### config.mk
export PLATFORM = sky130hd
export DESIGN_NAME = useq_mbox
export DESIGN_NICKNAME = d
export VERILOG_FILES = /design/src/rtl/useq_mbox.sv
export SDC_FILE = /design/constraint.sdc
export NUM_CORES = 1
export LEC_CHECK = 0
export ABC_CLOCK_PERIOD_IN_PS = 2940
export CAP_MARGIN = 0
export CORE_MARGIN = 5
export CORE_UTILIZATION = 50
export DETAILED_ROUTE_END_ITERATION = 10
export GPL_TIMING_DRIVEN = 0
export HOLD_SLACK_MARGIN = 0.03
export PLACE_DENSITY = 0.7
export SETUP_SLACK_MARGIN = 0.15
export SYNTH_ARGS = -nofsm -noshare
export SYNTH_HDL_FRONTEND = slang
export SYNTH_SLANG_ARGS = --single-unit
### constraint.sdc
create_clock -name clk -period 2.94 [get_ports clk]
set_input_delay 0.441 -clock clk [delete_from_list [all_inputs] [get_ports clk]]
set_output_delay 0.441 -clock clk [all_outputs]
set_load 0.05 [all_outputs]
### src/rtl/useq_mbox.sv
// Multi-channel message mailbox: CHANNELS independent WIDTH x DEPTH FIFOs.
// Supports a simultaneous push and pop per cycle, sticky overflow/underflow flags and a maskable irq.
module useq_mbox #(
  parameter  int WIDTH    = 8,
  parameter  int DEPTH    = 16,
  parameter  int CHANNELS = 2,
  localparam int CHW      = (CHANNELS > 1) ? $clog2(CHANNELS) : 1,
  localparam int CNTW     = $clog2(DEPTH + 1)
) (
  input  logic                     clk,
  input  logic                     rst_n,
  input  logic                     wr_en,
  input  logic [CHW-1:0]           wr_ch,
  input  logic [WIDTH-1:0]         wr_data,
  input  logic                     rd_en,
  input  logic [CHW-1:0]           rd_ch,
  output logic [WIDTH-1:0]         rd_data,
  output logic                     rd_valid,
  output logic [CHANNELS-1:0]      empty,
  output logic [CHANNELS-1:0]      full,
  output logic [CHANNELS*CNTW-1:0] count,
  input  logic [CHANNELS-1:0]      irq_mask,
  output logic                     irq,
  input  logic                     err_clr,
  output logic [CHANNELS-1:0]      ovf,
  output logic [CHANNELS-1:0]      udf
);

  localparam int PTRW = $clog2(DEPTH);
  localparam logic [CNTW-1:0] FULL_CNT = CNTW'(DEPTH);

  logic [WIDTH-1:0]    r_mem [CHANNELS][DEPTH];
  logic [PTRW-1:0]     r_wp  [CHANNELS];
  logic [PTRW-1:0]     r_rp  [CHANNELS];
  logic [CNTW-1:0]     r_cnt [CHANNELS];
  logic [WIDTH-1:0]    r_rd_data;
  logic                r_rd_valid;
  logic                r_irq;
  logic [CHANNELS-1:0] r_ovf;
  logic [CHANNELS-1:0] r_udf;

  logic [CHANNELS-1:0] w_wr_hit, w_wr_push, w_rd_hit, w_rd_pop;
  logic [CHANNELS-1:0] w_ovf_set, w_udf_set, w_nonempty_nxt;
  logic [CNTW-1:0]     w_cnt_nxt [CHANNELS];
  logic [WIDTH-1:0]    w_rd_data;
  logic                w_irq_nxt;

  always_comb begin
    w_wr_hit       = '0;
    w_wr_push      = '0;
    w_rd_hit       = '0;
    w_rd_pop       = '0;
    w_ovf_set      = '0;
    w_udf_set      = '0;
    w_nonempty_nxt = '0;
    w_rd_data      = '0;
    for (int c = 0; c < CHANNELS; c++) begin
      w_rd_hit[c]  = rd_en && (rd_ch == CHW'(c));
      w_rd_pop[c]  = w_rd_hit[c] && (r_cnt[c] != '0);
      w_wr_hit[c]  = wr_en && (wr_ch == CHW'(c));
      // A full channel still accepts a write when the same cycle pops it.
      w_wr_push[c] = w_wr_hit[c] && ((r_cnt[c] != FULL_CNT) || w_rd_pop[c]);
      w_cnt_nxt[c] = r_cnt[c] + CNTW'(w_wr_push[c]) - CNTW'(w_rd_pop[c]);
      w_ovf_set[c] = w_wr_hit[c] & ~w_wr_push[c];
      w_udf_set[c] = w_rd_hit[c] & ~w_rd_pop[c];
      w_nonempty_nxt[c] = (w_cnt_nxt[c] != '0);
      if (w_rd_pop[c]) w_rd_data = r_mem[c][r_rp[c]];
    end
    // Out-of-range channel selects are reported against channel 0.
    w_ovf_set[0] = w_ovf_set[0] | (wr_en & ~|w_wr_hit);
    w_udf_set[0] = w_udf_set[0] | (rd_en & ~|w_rd_hit);
    w_irq_nxt    = |(w_nonempty_nxt & irq_mask);
  end

  always_ff @(posedge clk) begin
    for (int c = 0; c < CHANNELS; c++) begin
      if (w_wr_push[c]) r_mem[c][r_wp[c]] <= wr_data;
    end
  end

  always_ff @(posedge clk) begin
    if (!rst_n) begin
      for (int c = 0; c < CHANNELS; c++) begin
        r_wp[c]  <= '0;
        r_rp[c]  <= '0;
        r_cnt[c] <= '0;
      end
      r_rd_data  <= '0;
      r_rd_valid <= 1'b0;
      r_irq      <= 1'b0;
      r_ovf      <= '0;
      r_udf      <= '0;
    end else begin
      for (int c = 0; c < CHANNELS; c++) begin
        if (w_wr_push[c]) r_wp[c] <= r_wp[c] + PTRW'(1);
        if (w_rd_pop[c])  r_rp[c] <= r_rp[c] + PTRW'(1);
        r_cnt[c] <= w_cnt_nxt[c];
      end
      r_rd_valid <= |w_rd_pop;
      if (|w_rd_pop) r_rd_data <= w_rd_data;
      r_irq <= w_irq_nxt;
      r_ovf <= (err_clr ? '0 : r_ovf) | w_ovf_set;
      r_udf <= (err_clr ? '0 : r_udf) | w_udf_set;
    end
  end

  always_comb begin
    empty = '0;
    full  = '0;
    for (int c = 0; c < CHANNELS; c++) begin
      empty[c] = (r_cnt[c] == '0);
      full[c]  = (r_cnt[c] == FULL_CNT);
    end
  end

  for (genvar g = 0; g < CHANNELS; g++) begin : g_count
    assign count[g*CNTW +: CNTW] = r_cnt[g];
  end

  assign rd_data  = r_rd_data;
  assign rd_valid = r_rd_valid;
  assign irq      = r_irq;
  assign ovf      = r_ovf;
  assign udf      = r_udf;

endmodule

## After elaboration in Yosys (flattened, before gate mapping)

Memories as Yosys holds them, arrays and structs flattened.
Index checks and enable logic that the tools add are counted.

- $lt $le $gt $ge: 6
- Eq/ne operators: 4
- Divide/modulo/power cells: 0
- Bitwise gates (word level): 27
- Shifts and indexed selects: 0
- Reductions and logical operators: 25
- Multiply operators: 0
- Muxes and demuxes: 39
- $add $sub $neg: 8

Operators by type and width:

| operator | number |
|---|---|
| 128-bit 2-to-1 mux | 4 |
| 128-bit OR reduction | 1 |
| 8-bit binary-select mux with 4-bit select | 2 |
| 8-bit demux with 4-bit select | 2 |
| 8-bit 2-to-1 mux | 8 |
| 5-bit greater-or-equal comparator (second input constant) | 4 |
| 4-bit NOT with 5-bit output | 4 |
| 5-bit nonzero test | 4 |
| 4-bit by 1-bit adder with 4-bit output (second input constant) | 4 |
| 4-bit 2-to-1 mux | 4 |
| 1-bit 2-to-1 mux | 15 |
| 5-bit by 1-bit adder with 5-bit output | 2 |
| 5-bit == test (second input constant) | 2 |
| 1-bit logical AND | 10 |
| 5-bit logical NOT | 2 |
| 5-bit by 1-bit < comparator with 1-bit output (second input constant) | 2 |
| 5-bit 2-to-1 mux | 2 |
| 5-bit != test (second input constant) | 2 |
| 5-bit by 1-bit subtractor with 5-bit output | 2 |
| 1-bit bitwise OR | 8 |
| 2-bit OR reduction | 4 |
| 1-bit AND | 6 |
| 1-bit NOT | 6 |
| 2-bit 2-to-1 mux | 2 |
| other kinds (4) | 7 |

- RAM bits: 282
- Logic and storage cells: 118
- Memory bits (read-only): 0
- Flip-flop bits (word level): 14
- Latch bits: 0
- Memories kept: 4
- Output and inout bits: 28
- Input bits: 17

Memories:

| memory | words | width | rd ports | clocked after memory_dff | wr ports | RTL line | source |
|---|---|---|---|---|---|---|---|
| r_mem | 2 | 128 | 2 | 0 | 1 | 32 | `logic [WIDTH-1:0] r_mem [CHANNELS][DEPTH];` |
| r_cnt | 2 | 5 | 2 | 0 | 2 | 35 | `logic [CNTW-1:0] r_cnt [CHANNELS];` |
| r_rp | 2 | 4 | 2 | 0 | 2 | 34 | `logic [PTRW-1:0] r_rp [CHANNELS];` |
| r_wp | 2 | 4 | 2 | 0 | 2 | 33 | `logic [PTRW-1:0] r_wp [CHANNELS];` |

## Depth between registers and ports, before layout

Gate-level depths: netlist (run 1).

- Depth in word-level cells: 10
- Mapped depth: 14
- Gate-level depth less buffers: 14

## Worst setup path before layout (run 1)

No wires, ideal clock.

- Path type: reg2reg
- From: mem r_cnt[0][3] (netlist bit)
- To: reg r_irq, in the netlist irq
- Buffers on the path: 0
- Cell stages (with the launch flop): 13
- Path slack: -1484 ps
- Clock period less this slack: 4424 ps
- Arrival: 4292 ps
- Library setup time: 132 ps
- Required time: 2808 ps
- Path through: dfxtp_1 -> inv_1 -> ha_1 -> nor4bb_1 -> nand2_1 -> nand3b_1 -> inv_1 -> ha_1 -> fa_1 -> xor2_1 -> or3_1 -> o31ai_1 -> a21oi_1

RTL lines:

| what | RTL line | source |
|---|---|---|
| start, declared | 35 |  |
| end signal, assigned | 101 | `r_irq <= w_irq_nxt;` |
| end, declared | 38 | `logic r_irq;` |

==> run summary, run 1 <==
* **# setup viols final** 1
* **total negative setup slack** -0.0685 ns
* **P_leak** 4.90 nW
* **placed cell area** 13200 um2
* **max-capacitance violation count** 0
* **internal power of the cells** 0.00849 W
* **count of mapped cells out of synthesis** 726
* **EDFF count, synth** 272
* **post-detailed-route via-to-cell ratio** 5.69
* **slew margin rel.** 6.83%
* **number of top-level design ports** 45
* **part of the power in combinational logic** 25.2%
* **wirelength, routed** 26600 um
* **first-pass iteration count of the detailed router** 7
* **initial antenna violation count** 0
* **most numerous cell in the Yosys netlist** sky130_fd_sc_hd__edfxtp_1
* **violated checks** setup timing
* **Core ar.** 24200 um2
* **pwr dens** 829 nW/um2
* **final RePlAce weighted congestion** 0.883
* **proportion of netlist area held by the largest area contributor** 67.0%
* **number of buffers on the longest clock path** 3
* **Row Count** 57
* **global-route wire length before repair** 40500 um
* **antenna-violating nets left** 0
* **Post-Route Skew** 0.00616 ns
* **classification of the worst-slack hold path** in2reg
* **Final Cell Area** 14400 um2
* **fraction of registers with async set/reset** 0%
* **nets@finish** 860
* **most common flop cell mapped by yosys** sky130_fd_sc_hd__edfxtp_1
* **r2r startpoint** r_cnt[0][7]$_SDFF_PN0_
* **fill count** 1760
* **starting DRC count in detailed routing** 528
* **launch instance of the worst min-delay path** irq_mask[0]
* **clock sink count** 296
* **worst voltage drop across the vdd grid** 0.000486 V
* **cell types with the largest area share after synthesis** sky130_fd_sc_hd__edfxtp_1, sky130_fd_sc_hd__mux2i_1, sky130_fd_sc_hd__dfxtp_1
* **Final Worst Setup Slack** -0.0685 ns
* **initial core utilization** 50.4%
* **critical path required time** 3.34 ns
* **floorplan die height** 166 um
* **share of synthesized area occupied by flip-flops and latches** 70.9%
* **setup repair after global routing missed its margin** yes
* **vias in the first global route** 6893
* **Tightest Pin Transition** 1.39 ns
* **worst-skew pair later-pin latency** 0.55 ns
* **number of distinct library cell variants in the gate-level netlist after synthesis** 53
* **largest net degree at the start of global routing** 33
* **H-tree level count** 1
* **maximum fanout encountered on the critical timing path** 3
* **Final Hold Viols** 0
* **part of the total power dissipated in sequential elements** 41.7%
* **category of the critical setup timing path** reg2reg
* **Yosys Warn Count** 0
* **Antenna diodes** 0
* **end point of the most critical hold path** irq$_SDFF_PN0_
* **horizontal die dimension** 166 um
* **net count after synthesis** 767
* **depth of the worst register-to-register path** 13
* **final routed DRC violation total** 0
* **capture point of the worst reg-to-reg path** irq$_SDFF_PN0_
* **list of most frequent post-synthesis cells** sky130_fd_sc_hd__edfxtp_1, sky130_fd_sc_hd__mux2i_1, sky130_fd_sc_hd__and2_1
* **number of placed instances with taps included** 1098
* **register-to-register setup slack** -0.07 ns
* **f_max** 0.332 GHz
* **result of the run** complete, but fails checks
* **post-synthesis cell area** 12200 um2
* **Buffers on Ports** 44
* **Net Switching** 0.00345 W
* **Switching Share** 28.9%
* **clock edge transition at the registers on the reported setup and hold paths** 0.06 ns
* **GRT overflow** 0
* **type of element capturing the critical path** register
* **crit path DAT** 3.41 ns
* **Vias** 6640
* **mean cell area of the mapped netlist** 16.8 um2
* **share of cells above drive strength 1** 16.0%
* **TritonCTS clock tree** done
* **cell taking the most area after synthesis** sky130_fd_sc_hd__edfxtp_1
* **relative area change from synthesis to final layout** 18.1%
* **minimum period implied by the final worst setup slack** 3.01 ns
* **overall fraction of global-route tracks in use** 19.0%
* **post-route insts no fill** 1166
* **cts bufs inserted** 30
* **Die Footprint** 27600 um2
* **detailed-route wire length per cell** 22.8 um
* **clock power share** 33.1%
* **final period utilization** 102%
* **startpoint types** register
* **number of cells on the worst hold path** 3
* **Clock Tree Root** sky130_fd_sc_hd__clkbuf_16
* **number of pins with negative max-slew slack in the final report** 0
* **register bit total from synthesis** 296
* **HPWL after detailed placement** 17600 um
==> cell families (layout without fill, tap and decap cells) <==
kind of cell    after synthesis  after routing  synth area share (%)
compound gates               84             84                  5.08
fa+ha+maj                    24             24                  2.59
buf+inv                      64            180                  2.40
flops                       296            296                  70.9
mux                         113            113                  11.9
simple gates                129            129                  5.91
xor+xnor                     16             16                  1.15
==> flip-flops by register name (all words and copies together) (netlist names) <==
register,cells
r_cnt,10
rd_data,8
r_mem,256
irq,1
udf,2
ovf,2
rd_valid,1
r_rp,8
r_wp,8
==> cell type report <==
cell class / count / area [um2] / share of cell area, %
clock buffer: 36 / 795 / 5.52
tap: 324 / 405 / 2.82
timing repair buffer: 61 / 564 / 3.92
buffer: 34 / 183 / 1.27
clock inverter: 19 / 244 / 1.69
inverter: 30 / 120 / 0.834
multi-input combinational: 366 / 3430 / 23.8
sequential: 296 / 8660 / 60.2
==> critical path, stage by stage (launching register included) <==
cell                      delay (ns)
sky130_fd_sc_hd__dfxtp_2        0.33
sky130_fd_sc_hd__inv_2          0.08
sky130_fd_sc_hd__ha_4           0.14
sky130_fd_sc_hd__or4b_4         0.48
sky130_fd_sc_hd__nand3_4        0.12
sky130_fd_sc_hd__inv_6          0.04
sky130_fd_sc_hd__ha_4           0.25
sky130_fd_sc_hd__inv_1          0.04
sky130_fd_sc_hd__ha_2           0.18
sky130_fd_sc_hd__fa_2           0.38
sky130_fd_sc_hd__xor2_2         0.17
sky130_fd_sc_hd__or3_4          0.38
sky130_fd_sc_hd__o31ai_4        0.19
sky130_fd_sc_hd__a21oi_1        0.09
==> routing by layer <==
metal  vias to the layer above  global-route usage, %  share of wire, %  wire [um]
met5                         -                      0                 0          0
met4                         0                   6.24               3.4        901
met3                        56                   2.79               5.6       1490
met2                       216                   32.5                50      13400
met1                      3351                   25.2                41      10800
li1                       3017                      -                 -          -
==> through the flow <==
stage / setup WS, ns / hold slack (ns) / utilization, % / total power, W
final: -0.0685 / 0.503 / 59.6 / 0.0119
after CTS: -0.101 / 0.500 / 59.3 / 0.0119
after detailed placement: -0.587 / 0.490 / 54.5 / 0.00777
after global placement: -0.615 / 0.475 / 54.3 / 0.00768
after global routing: -0.137 / 0.509 / 59.6 / 0.0124
after floorplan: -0.340 / 0.540 / - / 0.00692
==> layout by cell type (no fill, tap or decap), types with 15 or more instances in the layout <==
| master | instances |
|---|---|
| sky130_fd_sc_hd__clkbuf_16 | 31 |
| sky130_fd_sc_hd__nor2_1 | 30 |
| sky130_fd_sc_hd__a22oi_1 | 32 |
| sky130_fd_sc_hd__inv_1 | 24 |
| sky130_fd_sc_hd__ha_1 | 16 |
| sky130_fd_sc_hd__edfxtp_1 | 272 |
| sky130_fd_sc_hd__buf_4 | 22 |
| sky130_fd_sc_hd__mux2i_1 | 86 |
| sky130_fd_sc_hd__and2_1 | 37 |
| sky130_fd_sc_hd__dfxtp_1 | 17 |
| sky130_fd_sc_hd__clkbuf_1 | 20 |
| sky130_fd_sc_hd__clkdlybuf4s50_1 | 41 |
| sky130_fd_sc_hd__nand3_1 | 15 |
==> how the worst max path moves through the flow <==
stage | startpoint | end | slack (ns) | cells past startpoint
after CTS | r_cnt[0][8]$_SDFF_PN0_ | irq$_SDFF_PN0_ | -0.10 | 13
after floorplan | r_cnt[0][3]$_SDFF_PN0_ | irq$_SDFF_PN0_ | -0.34 | 13
after global routing | r_cnt[0][7]$_SDFF_PN0_ | irq$_SDFF_PN0_ | -0.14 | 13
final | r_cnt[0][7]$_SDFF_PN0_ | irq$_SDFF_PN0_ | -0.07 | 13
after detailed placement | rd_ch | irq$_SDFF_PN0_ | -0.59 | 11
after global placement | rd_ch | r_mem[0][123]$_DFFE_PP_ | -0.62 | 5
==> power groups by stage <==
stage                     Clock (W)  Sequential (W)  Combinational (W)
after floorplan                   0         0.00535            0.00157
after global placement            0         0.00505            0.00263
after detailed placement          0         0.00506            0.00271
after CTS                   0.00400         0.00497            0.00291
after global routing        0.00418         0.00499            0.00321
final                       0.00395         0.00497            0.00301
==> repair_timing <==
item	CTS	global route
endpoints found under the setup margin	20	4
setup buffers	9	4
resized for setup	13	7
hold buffers	0	0
pin swaps	6	7
Note: power is estimated with default switching activity, not from simulation.
==> run 2: changes to the inputs <==
- HOLD_SLACK_MARGIN: 0.03 -> default
==> results of run 2 <==
The final DEF is identical to that of run 1; final timing and power are the same.
==> run 3: changes to the inputs <==
- SLEW_MARGIN: default -> 5
==> run summary, run 3 (same netlist as run 1, synthesis figures left out) <==
* **Antenna diodes** 0
* **violated checks** setup timing
* **slew margin rel.** 15.8%
* **clock power share** 33.5%
* **GRT overflow** 0
* **startpoint types** register
* **part of the power in combinational logic** 25.2%
* **starting DRC count in detailed routing** 593
* **post-detailed-route via-to-cell ratio** 5.69
* **critical path required time** 3.33 ns
* **placed cell area** 13200 um2
* **CP Buf/Inv Count** 4
* **area of combinational cells with multiple inputs** 3440 um2
* **P_leak** 4.92 nW
* **vias in the first global route** 6840
* **result of the run** complete, but fails checks
* **floorplan die height** 166 um
* **Core ar.** 24200 um2
* **first-pass iteration count of the detailed router** 5
* **overall fraction of global-route tracks in use** 18.8%
* **pwr dens** 834 nW/um2
* **flip-flop count of the largest register after layout** 256
* **Tightest Pin Transition** 1.26 ns
* **number of top-level design ports** 45
* **worst voltage drop across the vdd grid** 0.000547 V
* **internal power of the cells** 0.00853 W
* **number of buffers on the longest clock path** 3
* **number of pins with negative max-slew slack in the final report** 0
* **type of element capturing the critical path** register
* **# setup viols final** 1
* **Row Count** 57
* **H-tree level count** 1
* **Final Worst Setup Slack** -0.0574 ns
* **part of the total power dissipated in sequential elements** 41.3%
* **detailed-route wire length per cell** 22.6 um
* **worst-skew pair later-pin latency** 0.54 ns
* **register-to-register setup slack** -0.06 ns
* **Vias** 6650
* **global-route wire length before repair** 40400 um
* **minimum period implied by the final worst setup slack** 3.00 ns
* **cell with the largest stage delay on the worst path** sky130_fd_sc_hd__or4b_4
* **FF/Latch Area** 8660 um2
* **initial antenna violation count** 0
* **nets@finish** 861
* **Post-CTS Hold Fix Bufs** 0
* **horizontal die dimension** 166 um
* **final period utilization** 102%
* **Switching Share** 29.1%
* **Post-Route Skew** 0.0111 ns
* **classification of the worst-slack hold path** in2reg
* **cell seen most often among critical-path stages** sky130_fd_sc_hd__ha_4
* **setup repair after global routing missed its margin** yes
* **Clock Tree Root** sky130_fd_sc_hd__clkbuf_16
* **antenna-violating nets left** 0
* **cts bufs inserted** 30
* **final routed DRC violation total** 0
* **most frequent cells in the layout** sky130_fd_sc_hd__edfxtp_1, sky130_fd_sc_hd__mux2i_1, sky130_fd_sc_hd__and2_1
* **max-capacitance violation count** 0
* **final core utilization** 59.7%
* **Final Cell Area** 14400 um2
* **crit path DAT** 3.39 ns
* **category of the critical setup timing path** reg2reg
* **share of cells above drive strength 1** 17.8%
* **f_max** 0.334 GHz
* **largest net degree at the start of global routing** 33
* **Die Footprint** 27600 um2
* **fill count** 1752
* **HPWL after detailed placement** 17600 um
* **commonest non-fill, non-tap cell in the layout** sky130_fd_sc_hd__edfxtp_1
* **clock sink count** 296
* **initial core utilization** 50.4%
* **Slowest Stage Delay on Critical Path** 0.49 ns
* **Net Switching** 0.00350 W
* **relative area change from synthesis to final layout** 18.3%
* **Final Hold Viols** 0
* **Top Family by Delay on Critical Path** adder cells
* **TritonCTS clock tree** done
* **wirelength, routed** 26500 um
* **Buffers on Ports** 44
* **maximum fanout encountered on the critical timing path** 2
* **final RePlAce weighted congestion** 0.883
* **clock edge transition at the registers on the reported setup and hold paths** 0.07 ns
* **sequence of cells on the critical path** inv_2 > ha_4 > or4b_4 > nand3_4 > inv_6 > ha_4 > inv_4 > ha_4 > fa_2 > buf_6 > a21oi_4 > o21bai_2 > xnor2_2 > o31ai_4 > a21oi_1
==> run 3: area by class of cell <==
type                            count  area share [%]
Tap cell                          324            2.81
Buffer                             34            1.29
Clock buffer                       33            5.43
Inverter                           30           0.850
Timing Repair Buffer               62            3.79
Sequential cell                   296            60.0
Multi-Input combinational cell    366            23.8
Clock inverter                     23            1.96
==> run 3: through the flow <==
stage          total power, W  TNS [ns]  cells  hold slack [ns]  setup WS (ns)
6_report               0.0120   -0.0574   1168            0.486        -0.0574
5_1_grt                0.0125    -0.104   1168            0.496         -0.104
4_1_cts                0.0120   -0.0682   1165            0.487        -0.0682
3_5_place_dp          0.00777     -9.76   1098            0.496         -0.575
3_3_place_gp          0.00768    -24.42   1094            0.475         -0.615
2_1_floorplan         0.00692    -0.403    726            0.540         -0.340
==> run 3: power groups by stage <==
stage / sequential [W] / combinational, W / clock [W]
2_1_floorplan: 0.00535 / 0.00157 / 0
3_3_place_gp: 0.00505 / 0.00263 / 0
3_5_place_dp: 0.00506 / 0.00271 / 0
4_1_cts: 0.00497 / 0.00295 / 0.00407
5_1_grt: 0.00499 / 0.00323 / 0.00426
6_report: 0.00497 / 0.00303 / 0.00402
==> run 3: worst paths after layout <==
path,to,cells past startpoint,start
setup / recovery,irq$_SDFF_PN0_,15,r_cnt[0][7]$_SDFF_PN0_
hold / removal,r_mem[0][108]$_DFFE_PP_,1,wr_data[4]
setup reg to reg,irq$_SDFF_PN0_,15,r_cnt[0][7]$_SDFF_PN0_
hold reg to reg,udf[0]$_SDFF_PN0_,2,udf[0]$_SDFF_PN0_
==> run 3: what timing repair did <==
action	in CTS	in global routing
pin swaps	8	7
buffers inserted	11	3
gates resized for setup	18	9
endpoints found under the setup margin	20	3
==> run 3: routing by layer <==
| metal | vias up | wire, um | part of all wire, % | global-route usage, % |
|---|---|---|---|---|
| li1 | 3022 | - | - | - |
| met1 | 3366 | 10900 | 41 | 25.3 |
| met2 | 216 | 13400 | 51 | 33.0 |
| met3 | 46 | 1490 | 5.6 | 2.76 |
| met4 | 0 | 603 | 2.3 | 4.23 |
| met5 | - | 0 | 0 | 0 |
